<file path="src/rtl/ram_16x8.sv">
// ram_16x8: 16 x 8 register-file RAM with manual programming, run-mode
// bus writes, EEPROM boot-image loader and optional clear-after-reset.
//
// Optional feature macro: RAM_CLEAR_ON_RESET_EN
//   defined   -> after reset the FSM walks addresses 0..15 writing 8'h00
//   undefined -> reset lands directly in IDLE and memory is left untouched
//
// state | meaning
// ------+-----------------------------------------------------------
// IDLE  | normal operation: PRGM / WE writes, BOOT_GO starts a load
// BOOT  | accepting BOOT_DATA into mem[ptr] on each BOOT_VALID cycle
// CLEAR | writing 8'h00 into mem[ptr], one address per cycle

module ram_16x8 (
    input  logic       CLK,
    input  logic       RESET,
    input  logic [3:0] ADDR,
    input  logic [7:0] BUS_IN,
    output logic [7:0] BUS_OUT,
    input  logic       OE,
    input  logic       WE,
    input  logic       PRGM,
    input  logic [7:0] PRGM_IN,
    input  logic       HLT,
    input  logic       BOOT_GO,
    input  logic [7:0] BOOT_DATA,
    input  logic       BOOT_VALID,
    output logic       BOOT_READY,
    output logic       BUSY,
    output logic       BOOT_DONE
);

    typedef enum logic [1:0] {
        IDLE  = 2'd0,
        BOOT  = 2'd1,
        CLEAR = 2'd2
    } state_t;

`ifdef RAM_CLEAR_ON_RESET_EN
    localparam state_t RESET_STATE = CLEAR;
`else
    localparam state_t RESET_STATE = IDLE;
`endif

    state_t     state;
    state_t     next_state;
    logic [7:0] mem [16];
    logic [3:0] ptr;

    logic       mem_we;
    logic [3:0] mem_waddr;
    logic [7:0] mem_wdata;
    logic       ptr_clr;
    logic       ptr_inc;
    logic       done_set;
    logic       done_clr;

    assign BOOT_READY = (state == BOOT);
    assign BUSY       = (state != IDLE);

    // State register; reset either parks in IDLE or starts the clear sweep.
    always_ff @(posedge CLK) begin
        if (RESET) begin
            state <= RESET_STATE;
        end else begin
            state <= next_state;
        end
    end

    // Next-state logic and the single memory write port selection.
    always_comb begin
        next_state = state;
        mem_we     = 1'b0;
        mem_waddr  = ADDR;
        mem_wdata  = PRGM_IN;
        ptr_clr    = 1'b0;
        ptr_inc    = 1'b0;
        done_set   = 1'b0;
        done_clr   = 1'b0;
        unique case (state)
            IDLE: begin
                if (PRGM) begin
                    mem_we    = 1'b1;
                    mem_wdata = PRGM_IN;
                end else if (WE && !HLT) begin
                    mem_we    = 1'b1;
                    mem_wdata = BUS_IN;
                end
                if (BOOT_GO) begin
                    next_state = BOOT;
                    ptr_clr    = 1'b1;
                    done_clr   = 1'b1;
                end
            end
            BOOT: begin
                if (BOOT_VALID) begin
                    mem_we    = 1'b1;
                    mem_waddr = ptr;
                    mem_wdata = BOOT_DATA;
                    // The pointer parks at 15 rather than wrapping.
                    if (ptr == 4'd15) begin
                        next_state = IDLE;
                        done_set   = 1'b1;
                    end else begin
                        ptr_inc = 1'b1;
                    end
                end
            end
            CLEAR: begin
                mem_we    = 1'b1;
                mem_waddr = ptr;
                mem_wdata = 8'h00;
                if (ptr == 4'd15) begin
                    next_state = IDLE;
                end else begin
                    ptr_inc = 1'b1;
                end
            end
            default: begin
                next_state = IDLE;
            end
        endcase
    end

    // Shared address pointer for boot loading and clearing.
    always_ff @(posedge CLK) begin
        if (RESET) begin
            ptr <= 4'd0;
        end else if (ptr_clr) begin
            ptr <= 4'd0;
        end else if (ptr_inc) begin
            ptr <= ptr + 4'd1;
        end
    end

    // Sticky load-complete flag, cleared only by an accepted BOOT_GO or reset.
    always_ff @(posedge CLK) begin
        if (RESET) begin
            BOOT_DONE <= 1'b0;
        end else if (done_clr) begin
            BOOT_DONE <= 1'b0;
        end else if (done_set) begin
            BOOT_DONE <= 1'b1;
        end
    end

    // Registered read port; sees pre-write contents, so read-during-write
    // to the same address returns the old word.
    always_ff @(posedge CLK) begin
        if (RESET) begin
            BUS_OUT <= 8'h00;
        end else begin
            BUS_OUT <= OE ? mem[ADDR] : 8'h00;
        end
    end

    // Storage array; contents survive reset and no write lands in a reset cycle.
    always_ff @(posedge CLK) begin
        if (!RESET && mem_we) begin
            mem[mem_waddr] <= mem_wdata;
        end
    end

endmodule

</file>
<file path="config.mk">
export PLATFORM = sky130hd
export DESIGN_NAME = ram_16x8
export DESIGN_NICKNAME = d
export VERILOG_FILES = /design/src/rtl/ram_16x8.sv
export SDC_FILE = /design/constraint.sdc
export NUM_CORES = 1
export LEC_CHECK = 0
export ABC_AREA = 1
export CORE_UTILIZATION = 44
export DETAILED_ROUTE_END_ITERATION = 10
export GPL_TIMING_DRIVEN = 0
export PLACE_DENSITY = 0.67
export SYNTH_ARGS = -nofsm -noshare
export SYNTH_HDL_FRONTEND = slang
export SYNTH_SLANG_ARGS = --single-unit
</file>
<file path="constraint.sdc">
create_clock -name CLK -period 1.9 [get_ports CLK]
set_input_delay 0.19 -clock CLK [delete_from_list [all_inputs] [get_ports CLK]]
set_output_delay 0.19 -clock CLK [all_outputs]
set_load 0.02 [all_outputs]
</file>
==> results of run 1 <==
power breakdown:
group	switching, mW	internal [mW]	leakage (nW)	total (mW)
sequential	0.0140	3.50	1.27	3.52
combinational	0.525	0.283	1.67	0.808
clock	1.29	2.59	0.336	3.89
total	1.83	6.38	3.27	8.21
worst register-to-register path: cells and delay by family (launching register included):
kind                   cells  cell delay, ns
flip-flops                 1            0.37
buffers and inverters      1            0.12
AO/OA/AOI/OAI              1            0.22
AND/OR/NAND/NOR            5            0.77
flip-flops by register name (all words and copies together) (netlist names):
register   cells
mem          128
ptr            4
BUS_OUT        8
BOOT_DONE      1
state          1
kinds of logic after synthesis:
| logic type | Yosys count | synth area share |
|---|---|---|
| buf+inv | 112 | 0.0729 |
| flops | 142 | 0.653 |
| simple gates | 362 | 0.237 |
| fa+ha+maj | 1 | 0.00198 |
| compound gates | 36 | 0.0351 |
area by class of cell:
class,count,area share
Inverter,84,0.0390
Buffer,28,0.0187
Multi-Input combinational cell,399,0.245
Sequential cell,142,0.505
Timing Repair Buffer,59,0.0811
Clock inverter,14,0.0321
Tap cell,180,0.0275
Clock buffer,17,0.0520
routing by layer:
layer / track usage / routed length (um) / part of all wire
met1: 0.321 / 7090 / 0.42
met2: 0.380 / 8040 / 0.47
met3: 0.0562 / 1360 / 0.080
met4: 0.109 / 534 / 0.031
met5: 0 / 0 / 0
synthesized netlist by cell type:
cell / n
nor4_1: 1
inv_1: 79
nand2_4: 1
buf_1: 1
edfxtp_1: 128
clkinv_1: 2
nor2_2: 2
clkbuf_1: 8
inv_2: 3
nand3_1: 89
buf_6: 1
o21ai_2: 3
a21oi_1: 21
dfxtp_1: 14
nor2_1: 28
buf_4: 4
nand2_1: 238
ha_1: 1
o21ai_0: 4
or2_1: 1
buf_2: 14
nor2_4: 1
a32oi_1: 8
nand2_2: 1
what timing repair did:
action                     CTS  global route
resized for setup           33            13
pin swaps                    5            10
buffers inserted             2             8
hold buffers                 0             0
setup endpoints to repair  240           199
stage by stage:
stage / power (mW) / area, sq um / utilization / hold WS [ns]
final: 8.21 / 8180 / 0.587 / 0.197
after global routing: 8.41 / 8180 / 0.587 / 0.220
after CTS: 8.20 / 7970 / 0.572 / 0.178
after detailed placement: 4.28 / 7060 / 0.507 / 0.472
after global placement: 4.23 / 6990 / 0.502 / 0.459
after floorplan: 3.95 / 6340 / - / 0.357
path summary, 6_finish.rpt:
kind | startpoint | end | cells past startpoint
worst max-delay path | state[0] | mem[6][0] | 7
worst min-delay path | ADDR[2] | BUS_OUT[2] | 4
worst max register to register | state[0] | mem[6][0] | 7
worst min register to register | ptr[0] | ptr[0] | 2
==> qor.yml, run 1 <==
layout_commonest_cell: "nand2_1"
ant_nets: 0
grt_pass1_vias: 4453
yosysTopAreaCell: "edfxtp_1"
fp.coreArea_sq_mm: 0.0139
drc_errors: 0
max_clock_freq_mhz: 553
ff2ff_setup_slack_ns: 0.09
dieArea_sq_mm: 0.0148
slew_viol_final: 0
outcome: "finished, final reports clean"
die_y_um: 122
syn_area_per_cell_sq_um: 9.67
vias: 4877
port_buffers: 42
vias_per_cell: 5.28
synth_top_area_frac: 0.609
synth_cell_types: 24
ys_ff_latch: 142
drtPass1Iterations: 5
slowest_stage: "dfxtp_4"
slew_headroom: 0.553
dp_hpwl_mm: 11.6
peakVddDrop_v: 0.000579
cts.clk_slew.worst_paths_ns: 0.06
die_x_um: 122
cp-end-kind: "flip-flop"
grt_usage: 0.242
synth_cells: 653
rows: 43
drtIter0Drc: 405
final_cells: 923
yosys_warnings: 0
min_period_ns: 1.81
grt_pass1_wl_mm: 25.3
area_growth_pct: 29.5
worstSetupPathType: "flip-flop to flip-flop"
ctsHtreeMaxLevel: 4
placedCellCount: 882
path_cells: "nand2_4 -> nor2_1 -> a21oi_1 -> inv_1 -> nor2_2 -> nand2_1 -> nor2_4"
arrival_ns: 1.91
clk_latency_ns: 0.43
synth_area_sq_mm: 0.00632
start_util: 0.453
diodes: 0
finalSetupViolCount: 0
cts_sinks: 142
max-cap-violations: 0
setup_slack_ns: 0.0909
multi_input_area_sq_mm: 0.00200
dp_slack_ns: -0.965
root_buffer: "clkbuf_16"
path_delay_family: "simple AND/OR/NAND/NOR gates"
cpPeakStageDelay_ns: 0.37
start_kind: "flip-flop"
final_cell_mix: "nand2_1 (236), edfxtp_1 (128), nand3_1 (89), inv_1 (79), clkdlybuf4s50_1 (42)"
cts_buffers: 17
grt_antenna_before_repair: 0
fin_nets: 768
cp.buffers_inverters: 1
seq_area_sq_mm: 0.00413
syn-num-nets: 690
drive_gt1_frac: 0.144
grt_max_degree: 17
drt-total-wl_mm: 17.0
fin_setup_tns_ns: 0
gp_congestion: 0.909
hold_path_class: "input pin to flip-flop"
num-fill-cells: 1157
worst_clock_skew_ns: 0.00792
finalCritPeriodShare: 0.952
p_leak_nw: 3.27
ctsLongestPathBuffers: 2
crit_required_ns: 2.00
ios: 47
power_density_mw_per_mm2: 1000
wl_per_cell_um: 18.4
tightestPinTransition_ns: 0.671
worst-path-max-fanout: 8
overflow: 0
synth_seq_area_share: 0.653
synth_area_leaders: "edfxtp_1 (61%), nand2_1 (14%), nand3_1 (7.1%), inv_1 (4.7%), dfxtp_1 (4.4%)"
hold_viol: 0
tritoncts: "done"
(Power assumes the default switching activity.)
==> run 2: changes to the inputs <==
- PLACE_DENSITY: 0.67 -> 0.65
==> qor.yml, run 2 (synthesis gave the netlist of run 1 again) <==
p_leak_nw: 3.21
hold_viol: 0
layout_commonest_cell: "nand2_1"
ff2ff_setup_slack_ns: 0.1
grt_pass1_wl_mm: 25.5
overflow: 0
start_kind: "flip-flop"
final_area_sq_mm: 0.00807
drc_errors: 0
path_cells: "nand2_4 -> inv_2 -> nand2_2 -> o21ai_2 -> inv_1 -> nor2_2 -> nand2_1 -> nor2_4 -> buf_12"
largest_reg_flops: 128
r2r_cells: 9
fin_setup_tns_ns: 0
min_period_ns: 1.80
utilization: 0.579
place_area_sq_mm: 0.00706
slowest_stage: "dfxtp_2"
holdWs_ns: 0.182
root_buffer: "clkbuf_16"
vias: 4763
p_int_mw: 5.67
wl_met1_mm: 7.19
cts_buffers: 17
placedCellCount: 881
cp-end-kind: "flip-flop"
diodes: 0
power_frac_comb: 0.106
wl_per_cell_um: 18.0
grt_antenna_before_repair: 0
worstReg2RegStart: "state[0]"
setup_slack_ns: 0.0984
worst-path-max-fanout: 8
ant_nets: 0
reg.largest.list: "mem x128, BUS_OUT x8, ptr x4"
dieArea_sq_mm: 0.0148
wl_met3_mm: 1.15
power_frac_seq: 0.473
drtPass1Iterations: 5
cts.clk_slew.worst_paths_ns: 0.06
crit_path_end: "mem[13][3]"
max_clock_freq_mhz: 555
area_growth_pct: 27.8
final_cells: 923
drtIter0Drc: 560
ctsLongestPathBuffers: 2
tritoncts: "done"
grt_pass1_vias: 4547
final_cell_mix: "nand2_1 (237), edfxtp_1 (128), nand3_1 (89), inv_1 (79), clkdlybuf4s50_1 (42)"
start_util: 0.453
fin_nets: 767
net-switching-power_mw: 1.77
drt-total-wl_mm: 16.6
dp_slack_ns: -0.927
num-fill-cells: 1136
drive_gt1_frac: 0.141
ios: 47
top_register: "mem"
dr.max_layer_used: "met4"
total_power_mw: 7.44
crit_required_ns: 2.04
vias_per_cell: 5.16
ctsHtreeMaxLevel: 4
grt_max_degree: 17
dr_wl_met2_mm: 7.80
tightestPinTransition_ns: 0.632
dp_hpwl_mm: 11.5
die_y_um: 122
power_density_mw_per_mm2: 921
hold_buffers: 0
max-cap-violations: 0
arrival_ns: 1.94
gp_congestion: 0.879
cpPeakStageDelay_ns: 0.39
slew_viol_final: 0
startpoint: "state[0]"
r2r_end: "mem[13][3]"
grt_usage: 0.243
port_buffers: 42
worst_clock_skew_ns: 0.00813
peakVddDrop_v: 0.000680
rows: 43
fp.coreArea_sq_mm: 0.0139
finalSetupViolCount: 0
cts_sinks: 142
die_x_um: 122
hold_path_class: "input pin to flip-flop"
clk_latency_ns: 0.43
slew_headroom: 0.579
p_clk_frac: 0.421
p_sw_frac: 0.238
finalCritPeriodShare: 0.948
outcome: "finished, final reports clean"
worstSetupPathType: "flip-flop to flip-flop"
[run 2: changes by cell type in the layout (fill, tap and decap cells not counted), moves of 2 or more]
cell	change
buf_12	+2
buf_4	-3
bufinv_16	-5
clkinv_1	+3
clkinv_2	+6
inv_6	-3
[run 2: area by class of cell]
| cell class | count | area, sq um | area share |
|---|---|---|---|
| clock buffer | 17 | 425 | 0.0527 |
| timing repair buffer | 58 | 681 | 0.0843 |
| tap | 180 | 225 | 0.0279 |
| sequential | 142 | 4130 | 0.511 |
| buffer | 28 | 153 | 0.0189 |
| clock inverter | 15 | 129 | 0.0160 |
| inverter | 84 | 317 | 0.0392 |
| multi-input combinational | 399 | 2020 | 0.250 |
[run 2: power by group through the flow]
stage / clock network [mW] / logic [mW] / registers (mW)
floorplan: 0 / 0.357 / 3.59
global placement: 0 / 0.644 / 3.59
detailed placement: 0 / 0.686 / 3.58
CTS: 3.15 / 0.767 / 3.52
global route: 3.29 / 0.846 / 3.52
finish: 3.13 / 0.787 / 3.52
[run 2: metal layers]
metal	vias up	track usage
met3	34	0.0585
met4	0	0.0995
li1	2297	-
met5	-	0
met1	2228	0.322
met2	204	0.384
[run 2: what timing repair did]
action | CTS | global route
cloned | 0 | 0
pin swaps | 6 | 7
gates resized for setup | 40 | 6
endpoints found under the setup margin | 250 | 128
buffers inserted | 4 | 6
[run 2: worst min-delay path by stage]
stage,startpoint,to,slack [ns],cells after the start
floorplan,BOOT_GO,state[0],0.36,2
global placement,BOOT_DONE,BOOT_DONE,0.45,2
finish,BOOT_VALID,state[0],0.18,4
global route,BOOT_VALID,state[0],0.22,4
CTS,BOOT_VALID,state[0],0.17,4
detailed placement,BOOT_DONE,BOOT_DONE,0.48,2
[run 2: critical path: cells and delay by family, from the launching register on]
family,cells,cell delay [ns]
AO/OA/AOI/OAI,1,0.12
buffers and inverters,3,0.36
flip-flops,1,0.39
AND/OR/NAND/NOR,5,0.61
==> run 3: changes to the inputs <==
- CTS_CLUSTER_DIAMETER: not set -> 120
==> results of run 3 <==
Final layout, timing and power as in run 2 (identical DEF).
